File: config.mk
export PLATFORM = sky130hd
export DESIGN_NAME = serial_adder
export DESIGN_NICKNAME = d
export VERILOG_FILES = /design/src/rtl/serial_adder_pkg.sv /design/src/rtl/serial_adder_chunk_adder.sv /design/src/rtl/serial_adder.sv
export SDC_FILE = /design/constraint.sdc
export NUM_CORES = 1
export LEC_CHECK = 0
export CAP_MARGIN = 30
export CELL_PAD_IN_SITES_DETAIL_PLACEMENT = 0
export CELL_PAD_IN_SITES_GLOBAL_PLACEMENT = 1
export CORE_ASPECT_RATIO = 0.75
export CORE_MARGIN = 1.5
export CORE_UTILIZATION = 34
export CTS_CLUSTER_DIAMETER = 150
export DETAILED_ROUTE_END_ITERATION = 10
export PLACE_DENSITY_LB_ADDON = 0.2
export SLEW_MARGIN = 10
export SYNTH_ARGS = -nofsm -noshare
export SYNTH_HDL_FRONTEND = slang
export SYNTH_SLANG_ARGS = --single-unit
File: constraint.sdc
create_clock -name clk -period 3.2 [get_ports clk]
set_input_delay 0.64 -clock clk [delete_from_list [all_inputs] [get_ports clk]]
set_output_delay 0.64 -clock clk [all_outputs]
set_load 0.01 [all_outputs]
File: src/rtl/serial_adder_pkg.sv
// Shared types and sizing helpers for the chunked serial adder.
package serial_adder_pkg;

  typedef enum logic [1:0] {
    IDLE = 2'd0,
    RUN  = 2'd1,
    DONE = 2'd2
  } state_e;

  function automatic int calc_n(input int width, input int chunk);
    return width / chunk;
  endfunction

  function automatic int calc_cnt_w(input int n);
    return (n <= 1) ? 1 : $clog2(n);
  endfunction

endpackage

File: src/rtl/serial_adder_chunk_adder.sv
// CHUNK-bit ripple adder built from full adders, themselves built from half adders.
// c_msb_in exposes the carry into the top bit so the caller can derive signed overflow.
module half_adder (
  input  logic a,
  input  logic b,
  output logic s,
  output logic c
);
  assign s = a ^ b;
  assign c = a & b;
endmodule

module full_adder (
  input  logic a,
  input  logic b,
  input  logic cin,
  output logic s,
  output logic cout
);
  logic s0_s;
  logic c0_s;
  logic c1_s;

  half_adder u_ha0 (.a(a),    .b(b),   .s(s0_s), .c(c0_s));
  half_adder u_ha1 (.a(s0_s), .b(cin), .s(s),    .c(c1_s));

  assign cout = c0_s | c1_s;
endmodule

module chunk_adder #(
  parameter int CHUNK = 1
) (
  input  logic [CHUNK-1:0] a,
  input  logic [CHUNK-1:0] b,
  input  logic             cin,
  output logic [CHUNK-1:0] s,
  output logic             cout,
  output logic             c_msb_in
);
  logic [CHUNK:0] c_s;

  assign c_s[0] = cin;

  for (genvar i = 0; i < CHUNK; i++) begin : g_bit
    full_adder u_fa (
      .a   (a[i]),
      .b   (b[i]),
      .cin (c_s[i]),
      .s   (s[i]),
      .cout(c_s[i+1])
    );
  end

  assign cout     = c_s[CHUNK];
  assign c_msb_in = c_s[CHUNK-1];
endmodule

File: src/rtl/serial_adder.sv
// Multi-cycle WIDTH-bit adder processing CHUNK bits per clock with a start/done handshake.
// Define SERIAL_ADDER_SUB_EN to add the in_sub port for two's-complement subtraction.
module serial_adder
  import serial_adder_pkg::*;
#(
  parameter int WIDTH = 16,
  parameter int CHUNK = 1
) (
  input  logic             clk,
  input  logic             reset,
  input  logic             start,
  input  logic [WIDTH-1:0] in_a,
  input  logic [WIDTH-1:0] in_b,
`ifdef SERIAL_ADDER_SUB_EN
  input  logic             in_sub,
`endif
  output logic             busy,
  output logic             done,
  output logic [WIDTH-1:0] sum,
  output logic             carry,
  output logic             overflow
);

  localparam int N  = calc_n(WIDTH, CHUNK);
  localparam int CW = calc_cnt_w(N);
  localparam logic [CW-1:0] LAST_CNT = CW'(N - 1);

  state_e           state_q;
  logic [WIDTH-1:0] a_q;
  logic [WIDTH-1:0] b_q;
  logic [WIDTH-1:0] r_q;
  logic             c_q;
  logic [CW-1:0]    cnt_q;
  logic             busy_q;
  logic             done_q;
  logic [WIDTH-1:0] sum_q;
  logic             carry_q;
  logic             ovf_q;

  logic [CHUNK-1:0] s_s;
  logic             cout_s;
  logic             c_msb_s;
  logic [WIDTH-1:0] a_d;
  logic [WIDTH-1:0] b_d;
  logic [WIDTH-1:0] r_d;
  logic [CW-1:0]    cnt_d;
  logic [WIDTH-1:0] b_load_s;
  logic             c_load_s;

  chunk_adder #(.CHUNK(CHUNK)) u_chunk (
    .a       (a_q[CHUNK-1:0]),
    .b       (b_q[CHUNK-1:0]),
    .cin     (c_q),
    .s       (s_s),
    .cout    (cout_s),
    .c_msb_in(c_msb_s)
  );

  // Operand shift, result insertion from the MSB end, and start-time operand selection.
  always_comb begin
    a_d   = a_q >> CHUNK;
    b_d   = b_q >> CHUNK;
    r_d   = WIDTH'({s_s, r_q} >> CHUNK);
    cnt_d = cnt_q + CW'(1);
`ifdef SERIAL_ADDER_SUB_EN
    if (in_sub) begin
      b_load_s = ~in_b;
      c_load_s = 1'b1;
    end else begin
      b_load_s = in_b;
      c_load_s = 1'b0;
    end
`else
    b_load_s = in_b;
    c_load_s = 1'b0;
`endif
  end

  // Control FSM and all datapath/output registers.
  always_ff @(posedge clk) begin
    if (reset) begin
      state_q <= IDLE;
      a_q     <= '0;
      b_q     <= '0;
      r_q     <= '0;
      c_q     <= 1'b0;
      cnt_q   <= '0;
      busy_q  <= 1'b0;
      done_q  <= 1'b0;
      sum_q   <= '0;
      carry_q <= 1'b0;
      ovf_q   <= 1'b0;
    end else begin
      case (state_q)
        IDLE, DONE: begin
          done_q <= 1'b0;
          if (start) begin
            state_q <= RUN;
            a_q     <= in_a;
            b_q     <= b_load_s;
            r_q     <= '0;
            c_q     <= c_load_s;
            cnt_q   <= '0;
            busy_q  <= 1'b1;
          end else begin
            state_q <= IDLE;
            busy_q  <= 1'b0;
          end
        end
        RUN: begin
          a_q   <= a_d;
          b_q   <= b_d;
          r_q   <= r_d;
          c_q   <= cout_s;
          cnt_q <= cnt_d;
          if (cnt_q == LAST_CNT) begin
            state_q <= DONE;
            busy_q  <= 1'b0;
            done_q  <= 1'b1;
            sum_q   <= r_d;
            carry_q <= cout_s;
            ovf_q   <= cout_s ^ c_msb_s;
          end else begin
            state_q <= RUN;
            busy_q  <= 1'b1;
            done_q  <= 1'b0;
          end
        end
        default: begin
          state_q <= IDLE;
          busy_q  <= 1'b0;
          done_q  <= 1'b0;
        end
      endcase
    end
  end

  assign busy     = busy_q;
  assign done     = done_q;
  assign sum      = sum_q;
  assign carry    = carry_q;
  assign overflow = ovf_q;

endmodule

== Word level (Yosys, flattened, before mapping) ==
Index checks and enable logic that the tools add are counted.

* Add/sub/neg operators: 1
* $mul: 0
* Div/mod/pow operators: 0
* Magnitude comparators: 0
* Eq/ne operators: 4
* Shifts and indexed selects: 0
* Mux-type cells: 17
* Bitwise operators: 7
* Reductions and logical operators: 6

{| class="wikitable"
|+ Operators with widths
! operator !! count
|-
| one-hot mux 16 bit (2 select lines) || 3
|-
| two-way mux 16 bit || 3
|-
| one-hot mux 4 bit (2 select lines) || 1
|-
| two-way mux 1 bit || 5
|-
| adder 4 x 1 -> 4 bit, second input constant || 1
|-
| == test 4 bit, second input constant || 1
|-
| two-way mux 4 bit || 1
|-
| one-hot mux 1 bit (2 select lines) || 2
|-
| one-hot mux 2 bit (2 select lines) || 1
|-
| AND reduction 2 bit || 2
|-
| OR reduction 2 bit || 2
|-
| bitwise XOR 1 bit || 3
|-
| bitwise AND 1 bit || 2
|-
| == test 2 x 1 -> 1 bit, second input constant || 1
|-
| == test 2 bit, second input constant || 1
|-
| zero test 2 bit || 1
|-
| two-way mux 2 bit || 1
|-
| inequality test 2 bit, second input constant || 1
|-
| nonzero test 2 bit || 1
|-
| NOT 1 bit || 1
|-
| bitwise OR 1 bit || 1
|}

* Bits in registers: 75
* Latch bits: 0
* Memory bits (writable): 0
* ROM bits: 0
* Output and inout bits: 20
* Word-level logic and storage cells: 46
* Memories: 0

== Depth between registers and ports, before layout ==
Gate-level depths: netlist (run 1).

* Depth after elaboration: 4
* Gate-level depth with buffers: 6

== Modules after synthesis ==
Synthesis (run 1) repeated with hierarchy kept, for this count alone.

* Cells, all modules: 298
* Area, all modules: 2786.4 um2

{| class="wikitable"
|+ Modules (own cells, without submodules)
! module !! times used !! cells an instance !! area an instance (um2) !! seq. area each (um2)
|-
| serial_adder || 1 || 294 || 2747.6 || 1461.4
|-
| half_adder || 2 || 1 || 12.5 || 0.0
|-
| chunk_adder || 1 || 1 || 7.5 || 0.0
|-
| full_adder || 1 || 1 || 6.3 || 0.0
|}

== Worst setup path after synthesis (run 1) ==
Ideal clock, no wire load.

* Kind: input to register
* Start point: input start
* End point: register a_q[14]
* Setup time: 0.070 ns
* Data arrival time: 1.376 ns
* Path slack: 1.754 ns
* Stages: 5
* Path buffers: 2
* Path through: nor2b_1 -> buf_2 -> clkbuf_1 -> a22oi_1 -> a21oi_1

* Cells in the longest elaborated chain, start to end: 2

{| class="wikitable"
|+ RTL lines
! element !! line !! RTL
|-
| start, declared || serial_adder.sv:11 || <nowiki>input logic start,</nowiki>
|-
| inequality test 2 bit (no line) || -- ||
|-
| AND reduction 2 bit (no line) || -- ||
|-
| end signal, assigned || serial_adder.sv:99 || <nowiki>a_q <= in_a;</nowiki>
|-
| end, declared || serial_adder.sv:29 || <nowiki>logic [WIDTH-1:0] a_q;</nowiki>
|}

Every way passes these cells.
A chain may end at the register's enable or synchronous reset.

==> results of run 1 <==
kinds of logic after synthesis:
group                    share of synthesized area [%]
adder cells (fa/ha/maj)                           1.18
XOR/XNOR                                         0.318
buffers and inverters                             5.76
AND/OR/NAND/NOR                                   15.0
flip-flops                                        53.0
multiplexers                                     0.816
AO/OA/AOI/OAI                                     24.0
registers in the layout (all words and copies together), names as in the netlist:
register and cells:
sum 16, carry 1, overflow 1, state_q 2, done 1, b_q 16
c_q 1, r_q 15, cnt_q 4, a_q 16
area by class of cell:
| cell class | count | area share [%] |
|---|---|---|
| Clock inverter | 5 | 2.85 |
| Sequential cell | 73 | 40.6 |
| Multi-Input combinational cell | 192 | 31.9 |
| Inverter | 5 | 0.557 |
| Clock buffer | 11 | 3.93 |
| Timing Repair Buffer | 60 | 16.5 |
| Tap cell | 105 | 3.65 |
power groups by stage:
stage / clock network, W / registers (W) / logic [W]
2_1_floorplan: 0 / 0.000974 / 0.000116
6_report: 0.000871 / 0.000957 / 0.000191
4_1_cts: 0.000896 / 0.000957 / 0.000192
5_1_grt: 0.000935 / 0.000962 / 0.000213
3_5_place_dp: 0 / 0.000978 / 0.000191
3_3_place_gp: 0 / 0.000978 / 0.000188
worst max path at each step:
| stage | startpoint | to | slack (ns) | cells past startpoint |
|---|---|---|---|---|
| 6_report | state_q[0]$_SDFF_PP0_ | busy | 1.23 | 1 |
| 5_1_grt | state_q[0]$_SDFF_PP0_ | busy | 1.18 | 1 |
| 4_1_cts | state_q[0]$_SDFF_PP0_ | busy | 1.20 | 1 |
| 3_5_place_dp | start | a_q[1]$_SDFFE_PP0P_ | 0.96 | 5 |
| 3_3_place_gp | start | a_q[11]$_SDFFE_PP0P_ | 0.91 | 4 |
| 2_1_floorplan | start | a_q[14]$_SDFFE_PP0P_ | 1.75 | 5 |
synthesized netlist by cell type, drive strengths merged:
cell type	n	share of area, %
nand2b	5	1.1
clkinv	1	0.18
a21oi	55	10
nand2	17	2.3
o21ai	2	0.36
and2b	1	0.27
buf	13	2.7
clkbuf	17	2.3
nand4	1	0.23
xnor2	1	0.32
ha	1	0.45
nand3	53	9.6
nor2	2	0.27
o2bb2ai	2	0.64
a22oi	30	8.2
mux2	2	0.82
nor3b	1	0.27
and3	1	0.23
fa	1	0.73
or3	1	0.41
a22o	14	4.4
nor2b	1	0.23
a211oi	1	0.27
inv	4	0.54
dfxtp	73	53
metrics by stage:
step / worst slack, ns / power (W)
after global placement: 0.911 / 0.00117
after floorplan: 1.75 / 0.00109
final: 1.23 / 0.00202
after CTS: 1.20 / 0.00205
after global routing: 1.18 / 0.00211
after detailed placement: 0.957 / 0.00117
metal layers:
layer / routed length (microns) / up-vias / global-route usage [%]
met4: 70 / 0 / 4.40
met2: 2780 / 61 / 23.8
met3: 356 / 5 / 5.78
met5: 0 / - / 0
li1: - / 1168 / -
met1: 3230 / 1092 / 21.4
layout by cell type (no fill, tap or decap), drive strengths merged:
cell type	count
clkinv	2
nand2	17
nor2b	1
buf	7
clkbuf	11
nand2b	5
bufinv	3
nand4	1
o21ai	2
nand3	53
o2bb2ai	2
clkdlybuf4s50	53
and2b	1
inv	4
clkinvlp	1
and3	1
a22o	14
nor3b	1
dfxtp	73
xnor2	1
fa	1
a22oi	30
mux2	2
ha	1
a211oi	1
or3	1
a21oi	55
nor2	2
==> impl_metrics.env, run 1 <==
export IMPL_cts_hold_buf=0
export IMPL_critPathArrivalTime_ns=1.33
export IMPL_clock_sinks=73
export IMPL_ctsResizeCount=0
export IMPL_fin_nets=378
export IMPL_drive_gt1_share_pct=8.96
export IMPL_rsz0062_at_grt="false"
export IMPL_whs_path_depth=2
export IMPL_final_util_pct=45.6
export IMPL_dieArea_sq_um=8670
export IMPL_yosysWarnings=0
export IMPL_core_rowCount=28
export IMPL_seq_area_sq_um=1460
export IMPL_finalCritPeriodShare_pct=61.5
export IMPL_criticalPathCategory="reg2out"
export IMPL_p_per_area_nw_per_um2=561
export IMPL_cap_violations=0
export IMPL_reg2regPathDepth=4
export IMPL_postCtsSetupBuffers=0
export IMPL_htreeDepth=3
export IMPL_tritoncts="built"
export IMPL_synthCells=300
export IMPL_whs_ns=0.469
export IMPL_dpl_instance_area_sq_um=3350
export IMPL_synth_cell_area_sq_um=2760
export IMPL_setup_violations=0
export IMPL_cts_made_buffers=9
export IMPL_dp_cells=435
export IMPL_io_buffers=54
export IMPL_die_w_microns=107
export IMPL_vdd_ir_drop_max_mv=0.268
export IMPL_final_cell_area_sq_um=3600
export IMPL_path_cells="clkdlybuf4s50_1"
export IMPL_p_switching_w=0.000457
export IMPL_crit_buf_inv=1
export IMPL_drt_wl_total_mm=6.43
export IMPL_drtAntennaViolNets=0
export IMPL_cts_buffer_depth=2
export IMPL_grt_use_total_pct=15.8
export IMPL_overflow=0
export IMPL_critPathMaxStageDelay_ns=0.57
export IMPL_skew_ns=0.0118
export IMPL_diodes=0
export IMPL_slew_violations=0
export IMPL_synth_distinct_cells=29
export IMPL_whs_endpoint="a_q[0]$_SDFFE_PP0P_"
export IMPL_drt_pass1_iterations=4
export IMPL_cp_required_ns=2.56
export IMPL_ys_ff_latch=73
export IMPL_r2r_slack_ns=1.33
export IMPL_crit_slowest_cell="clkdlybuf4s50_1"
export IMPL_die_h_microns=81.0
export IMPL_tns_ns=0
export IMPL_detail_route_vias_per_cell=5.16
export IMPL_grt_max_degree=54
export IMPL_antenna_found_initial=0
export IMPL_p_leak_nw=1.24
export IMPL_hold_viol=0
export IMPL_area_growth_pct=30.4
export IMPL_synth_seq_area_share_pct=53.0
export IMPL_multiInputGateArea_sq_um=1150
export IMPL_post_route_min_period_ns=1.97
export IMPL_clk_pin_slew_ns=0.07
export IMPL_avgSynthCellArea_sq_um=9.20
export IMPL_critPathCaptureType="output pin"
export IMPL_grt_pass1_vias=2159
export IMPL_cp_top_family="buffers and inverters"
export IMPL_clock_latency_ns=0.34
export IMPL_p_comb_share_pct=9.4
export IMPL_io_pins=55
export IMPL_relSlewSlack_pct=51.4
export IMPL_p_sw_share_pct=22.6
export IMPL_core_area_sq_um=7880
export IMPL_detail_route_wl_per_cell_microns=14.3
export IMPL_hold_path_class="reg2reg"
export IMPL_fmax_ghz=0.508
export IMPL_tightest_slew_ns=0.729
export IMPL_start_util_pct=35.0
export IMPL_drt_iter0_drc=128
export IMPL_critPathLaunchType="flip-flop"
export IMPL_gp_congestion=0.703
export IMPL_reg2reg_from="state_q[0]$_SDFF_PP0_"
export IMPL_hpwl_mm=3.94
export IMPL_hp_start="a_q[0]$_SDFFE_PP0P_"
export IMPL_status="complete, no violations"
export IMPL_grt_pass1_wl_mm=10.6
export IMPL_crit_fanout=5
export IMPL_fin_cells=451
export IMPL_reg2reg_to="cnt_q[3]$_SDFFE_PP0P_"
export IMPL_cts_root_buf="clkbuf_8"
export IMPL_drc=0
export IMPL_seqPwrFrac_pct=47.4
export IMPL_internal_power_w=0.00156
export IMPL_nFillCells=787
export IMPL_via_count=2326
export IMPL_synth_net_count=337
export IMPL_clockPowerShare_pct=43.1
Power figures use the tool's default switching activity.
==> inputs of run 2 (changes only) <==
clock period = 1.9 ns   (was 3.2 ns; I/O delays follow)
==> impl_metrics.env, run 2 (same netlist as run 1, synthesis figures left out) <==
export IMPL_total_power_w=0.00311
export IMPL_status="complete, no violations"
export IMPL_hold_viol=0
export IMPL_path_cells="clkdlybuf4s50_1"
export IMPL_fin_nets=385
export IMPL_grt_pass1_wl_mm=10.5
export IMPL_die_w_microns=107
export IMPL_layout_commonest_cell="dfxtp_1"
export IMPL_rsz0062_at_grt="false"
export IMPL_gp_congestion=0.727
export IMPL_core_rowCount=28
export IMPL_tightest_slew_ns=0.375
export IMPL_clk_pin_slew_ns=0.08
export IMPL_post_route_min_period_ns=1.73
export IMPL_clock_sinks=73
export IMPL_core_area_sq_um=7880
export IMPL_reg2reg_from="cnt_q[0]$_SDFFE_PP0P_"
export IMPL_drtAntennaViolNets=0
export IMPL_critPathArrivalTime_ns=1.35
export IMPL_crit_start="state_q[0]$_SDFF_PP0_"
export IMPL_cp_required_ns=1.52
export IMPL_tritoncts="built"
export IMPL_cts_made_buffers=9
export IMPL_r2r_slack_ns=0.30
export IMPL_via_count=2367
export IMPL_fmax_ghz=0.578
export IMPL_p_per_area_nw_per_um2=866
export IMPL_dieArea_sq_um=8670
export IMPL_skew_ns=0.0109
export IMPL_dpl_instance_area_sq_um=3410
export IMPL_critPathLaunchType="flip-flop"
export IMPL_nFillCells=774
export IMPL_whs_path_depth=2
export IMPL_criticalPathCategory="reg2out"
export IMPL_drc=0
export IMPL_drt_wl_total_mm=6.69
export IMPL_fin_cells=458
export IMPL_critPathMaxStageDelay_ns=0.57
export IMPL_hpwl_mm=4.16
export IMPL_hold_path_class="in2reg"
export IMPL_antenna_found_initial=0
export IMPL_drt_iter0_drc=143
export IMPL_detail_route_wl_per_cell_microns=14.6
export IMPL_reg2regPathDepth=5
export IMPL_cp_endpoint="busy"
export IMPL_detail_route_vias_per_cell=5.17
export IMPL_finalCritPeriodShare_pct=91.0
export IMPL_postCtsSetupBuffers=0
export IMPL_grt_max_degree=37
export IMPL_cts_buffer_depth=2
export IMPL_grt_use_total_pct=15.6
export IMPL_crit_slowest_cell="clkdlybuf4s50_1"
export IMPL_start_util_pct=35.0
export IMPL_io_pins=55
export IMPL_final_util_pct=45.6
export IMPL_drive_gt1_share_pct=11.0
export IMPL_grt_pass1_vias=2102
export IMPL_crit_fanout=5
export IMPL_cp_top_family="buffers and inverters"
export IMPL_setup_violations=0
export IMPL_p_leak_nw=1.25
export IMPL_clock_latency_ns=0.35
export IMPL_final_cell_area_sq_um=3600
export IMPL_final_cell_mix="73 x dfxtp_1, 54 x a21oi_1, 53 x nand3_1, 53 x clkdlybuf4s50_1, 30 x a22oi_1"
export IMPL_drt_pass1_iterations=5
export IMPL_cap_violations=0
export IMPL_dp_cells=442
export IMPL_diodes=0
export IMPL_slew_violations=0
export IMPL_cts_hold_buf=0
export IMPL_io_buffers=54
export IMPL_area_growth_pct=30.4
export IMPL_relSlewSlack_pct=75.0
export IMPL_htreeDepth=3
export IMPL_cts_root_buf="clkbuf_8"
export IMPL_die_h_microns=81.0
export IMPL_crit_cells=1
export IMPL_overflow=0
export IMPL_crit_buf_inv=1
export IMPL_critPathCaptureType="output pin"
export IMPL_ctsResizeCount=0
export IMPL_vdd_ir_drop_max_mv=0.344
export IMPL_reg2reg_to="sum[4]$_SDFFE_PP0P_"
export IMPL_tns_ns=0
run 2: changes by cell type in the layout (fill, tap and decap cells not counted):
cell       previous run  this run
buf_4                 5        12
bufinv_16             3         0
clkbuf_1              1         0
clkbuf_8             10        12
clkinv_2              2         3
clkinv_4              0         1
run 2: metrics by stage:
stage                     worst slack (ns)  hold slack [ns]
final                                0.170            0.316
after CTS                            0.148            0.300
after floorplan                      0.512            0.444
after detailed placement             0.176            0.456
after global routing                 0.131            0.318
after global placement               0.212            0.453
run 2: worst min-delay path by stage:
stage                         from                    end  slack, ns
3_5_place_dp   sum[8]$_SDFFE_PP0P_    sum[8]$_SDFFE_PP0P_       0.46
5_1_grt                      reset  cnt_q[0]$_SDFFE_PP0P_       0.32
2_1_floorplan  r_q[1]$_SDFFE_PP0P_    sum[0]$_SDFFE_PP0P_       0.44
4_1_cts                      reset    r_q[1]$_SDFFE_PP0P_       0.30
6_report                     reset  cnt_q[0]$_SDFFE_PP0P_       0.32
3_3_place_gp   b_q[7]$_SDFFE_PP0P_    b_q[7]$_SDFFE_PP0P_       0.45
run 2: report_power, final:
| group | switching (W) | internal (W) | leakage [nW] |
|---|---|---|---|
| Clock | 0.000584 | 0.000579 | 0.0984 |
| Sequential | 0.0000294 | 0.00158 | 0.594 |
| Combinational | 0.000186 | 0.000153 | 0.559 |
run 2: area by class of cell:
type	instances	area [sq um]	area share [%]
Clock inverter	4	26.3	0.730
Tap cell	105	131	3.65
Timing Repair Buffer	67	646	17.9
Multi-Input combinational cell	192	1150	31.9
Clock buffer	12	165	4.59
Sequential cell	73	1460	40.6
Inverter	5	20.0	0.557
run 2: layer usage:
metal / track usage, % / routed length (microns) / up-vias
met4: 4.80 / 38 / 0
met5: 0 / 0 / -
met2: 22.3 / 2840 / 51
li1: - / - / 1182
met3: 5.06 / 284 / 4
met1: 22.1 / 3520 / 1130
==> inputs of run 3 (changes only) <==
CTS_CLUSTER_SIZE = 8   (was not set)
GPL_TIMING_DRIVEN = 0   (was not set)
RECOVER_POWER = 25   (was not set)
==> impl_metrics.env, run 3 (same netlist as run 1, synthesis figures left out) <==
export IMPL_p_per_area_nw_per_um2=903
export IMPL_post_route_min_period_ns=1.72
export IMPL_detail_route_vias_per_cell=5.20
export IMPL_via_count=2468
export IMPL_hold_path_class="reg2reg"
export IMPL_finalCritPeriodShare_pct=90.5
export IMPL_status="complete, no violations"
export IMPL_setup_violations=0
export IMPL_io_buffers=54
export IMPL_ctsResizeCount=0
export IMPL_io_pins=55
export IMPL_p_leak_nw=1.29
export IMPL_cts_hold_buf=0
export IMPL_drtAntennaViolNets=0
export IMPL_layout_commonest_cell="dfxtp_1"
export IMPL_clock_sinks=73
export IMPL_critPathArrivalTime_ns=2.00
export IMPL_hpwl_mm=4.59
export IMPL_dieArea_sq_um=8670
export IMPL_reg2reg_to="sum[9]$_SDFFE_PP0P_"
export IMPL_core_rowCount=28
export IMPL_route_top_layer_used="met4"
export IMPL_grt_pass1_vias=2275
export IMPL_antenna_found_initial=0
export IMPL_tightest_slew_ns=0.549
export IMPL_hp_start="r_q[1]$_SDFFE_PP0P_"
export IMPL_critPathLaunchType="flip-flop"
export IMPL_setup_ws_ns=0.180
export IMPL_vdd_ir_drop_max_mv=0.353
export IMPL_clock_latency_ns=0.34
export IMPL_fmax_ghz=0.581
export IMPL_postCtsSetupBuffers=0
export IMPL_preCtsSetupSlack_ns=-0.149
export IMPL_fin_cells=475
export IMPL_cts_buffer_depth=2
export IMPL_final_cell_mix="73 x dfxtp_1, 54 x a21oi_1, 53 x nand3_1, 42 x clkdlybuf4s50_1, 30 x a22oi_1"
export IMPL_reg2regPathDepth=5
export IMPL_wl_met2_mm=3.01
export IMPL_slew_violations=0
export IMPL_whs_endpoint="sum[0]$_SDFFE_PP0P_"
export IMPL_total_power_w=0.00329
export IMPL_gp_congestion=0.717
export IMPL_cts_made_buffers=9
export IMPL_grt_pass1_wl_mm=11.1
export IMPL_criticalPathCategory="reg2reg"
export IMPL_drt_iter0_drc=177
export IMPL_drc=0
export IMPL_area_growth_pct=32.2
export IMPL_critPathCaptureType="flip-flop"
export IMPL_crit_fanout=10
export IMPL_relSlewSlack_pct=63.4
export IMPL_tns_ns=0
export IMPL_dr_wl_met3_microns=430
export IMPL_tritoncts="built"
export IMPL_htreeDepth=3
export IMPL_dp_cells=459
export IMPL_r2r_slack_ns=0.18
export IMPL_reg2reg_from="cnt_q[0]$_SDFFE_PP0P_"
export IMPL_final_util_pct=46.3
export IMPL_core_area_sq_um=7880
export IMPL_cap_violations=0
export IMPL_wirelength_met1_mm=3.39
export IMPL_grt_max_degree=13
export IMPL_die_h_microns=81.0
export IMPL_cts_root_buf="clkbuf_8"
export IMPL_grt_use_total_pct=16.5
export IMPL_drive_gt1_share_pct=7.03
export IMPL_hold_viol=0
export IMPL_clk_pin_slew_ns=0.07
export IMPL_diodes=0
export IMPL_die_w_microns=107
export IMPL_start_util_pct=35.0
export IMPL_whs_path_depth=2
export IMPL_skew_ns=0.00797
export IMPL_rsz0062_at_grt="false"
export IMPL_cp_required_ns=2.18
export IMPL_drt_wl_total_mm=6.89
export IMPL_fin_nets=402
export IMPL_detail_route_wl_per_cell_microns=14.5
export IMPL_overflow=0
export IMPL_drt_pass1_iterations=4
[run 3: changes by cell type in the layout (fill, tap and decap cells not counted), sizes merged]
cell,delta
clkdlybuf4s50,-11
buf,-1
dlygate4sd3,+12
bufinv,+2
clkbuf,+17
clkinv,-2
[run 3: worst max-delay path, cell delays in order (launching register included)]
cell     delay [ns]
dfxtp_1        0.34
ha_1           0.25
and3_1         0.26
a21oi_2        0.35
buf_2          0.30
a22o_1         0.16
[run 3: area by class of cell]
| type | instances | area, sq um |
|---|---|---|
| Fill cell | 802 | 4240 |
| Sequential cell | 73 | 1460 |
| Multi-Input combinational cell | 192 | 1130 |
| Timing Repair Buffer | 54 | 541 |
| Clock buffer | 12 | 145 |
| Buffer | 30 | 139 |
| Tap cell | 105 | 131 |
| Clock inverter | 4 | 76.3 |
| Inverter | 5 | 20.0 |
[run 3: power by group]
part / internal, W / switching (W) / total (W)
Sequential: 0.00158 / 0.0000294 / 0.00161
Combinational: 0.000145 / 0.000194 / 0.000340
Clock: 0.000779 / 0.000562 / 0.00134
[run 3: worst max path at each step]
stage | from | endpoint | slack [ns] | cells past startpoint
2_1_floorplan | cnt_q[0]$_SDFFE_PP0P_ | sum[6]$_SDFFE_PP0P_ | 0.51 | 6
3_3_place_gp | reset | a_q[14]$_SDFFE_PP0P_ | -0.14 | 4
3_5_place_dp | reset | a_q[14]$_SDFFE_PP0P_ | -0.15 | 4
4_1_cts | cnt_q[0]$_SDFFE_PP0P_ | sum[9]$_SDFFE_PP0P_ | 0.18 | 5
5_1_grt | start | a_q[7]$_SDFFE_PP0P_ | 0.04 | 6
6_report | cnt_q[0]$_SDFFE_PP0P_ | sum[9]$_SDFFE_PP0P_ | 0.18 | 5
[run 3: metrics by stage]
step,instance area (sq um),hold WS (ns)
finish,3650,0.469
global route,3650,0.485
CTS,3650,0.469
detailed placement,3430,0.457
global placement,3430,0.454
floorplan,2760,0.444
[run 3: routing by layer]
layer  global-route usage, %  up-vias
met4                    4.40        0
met5                       0        -
met2                    23.9       69
met3                    5.70        5
met1                    23.3     1176
li1                        -     1218
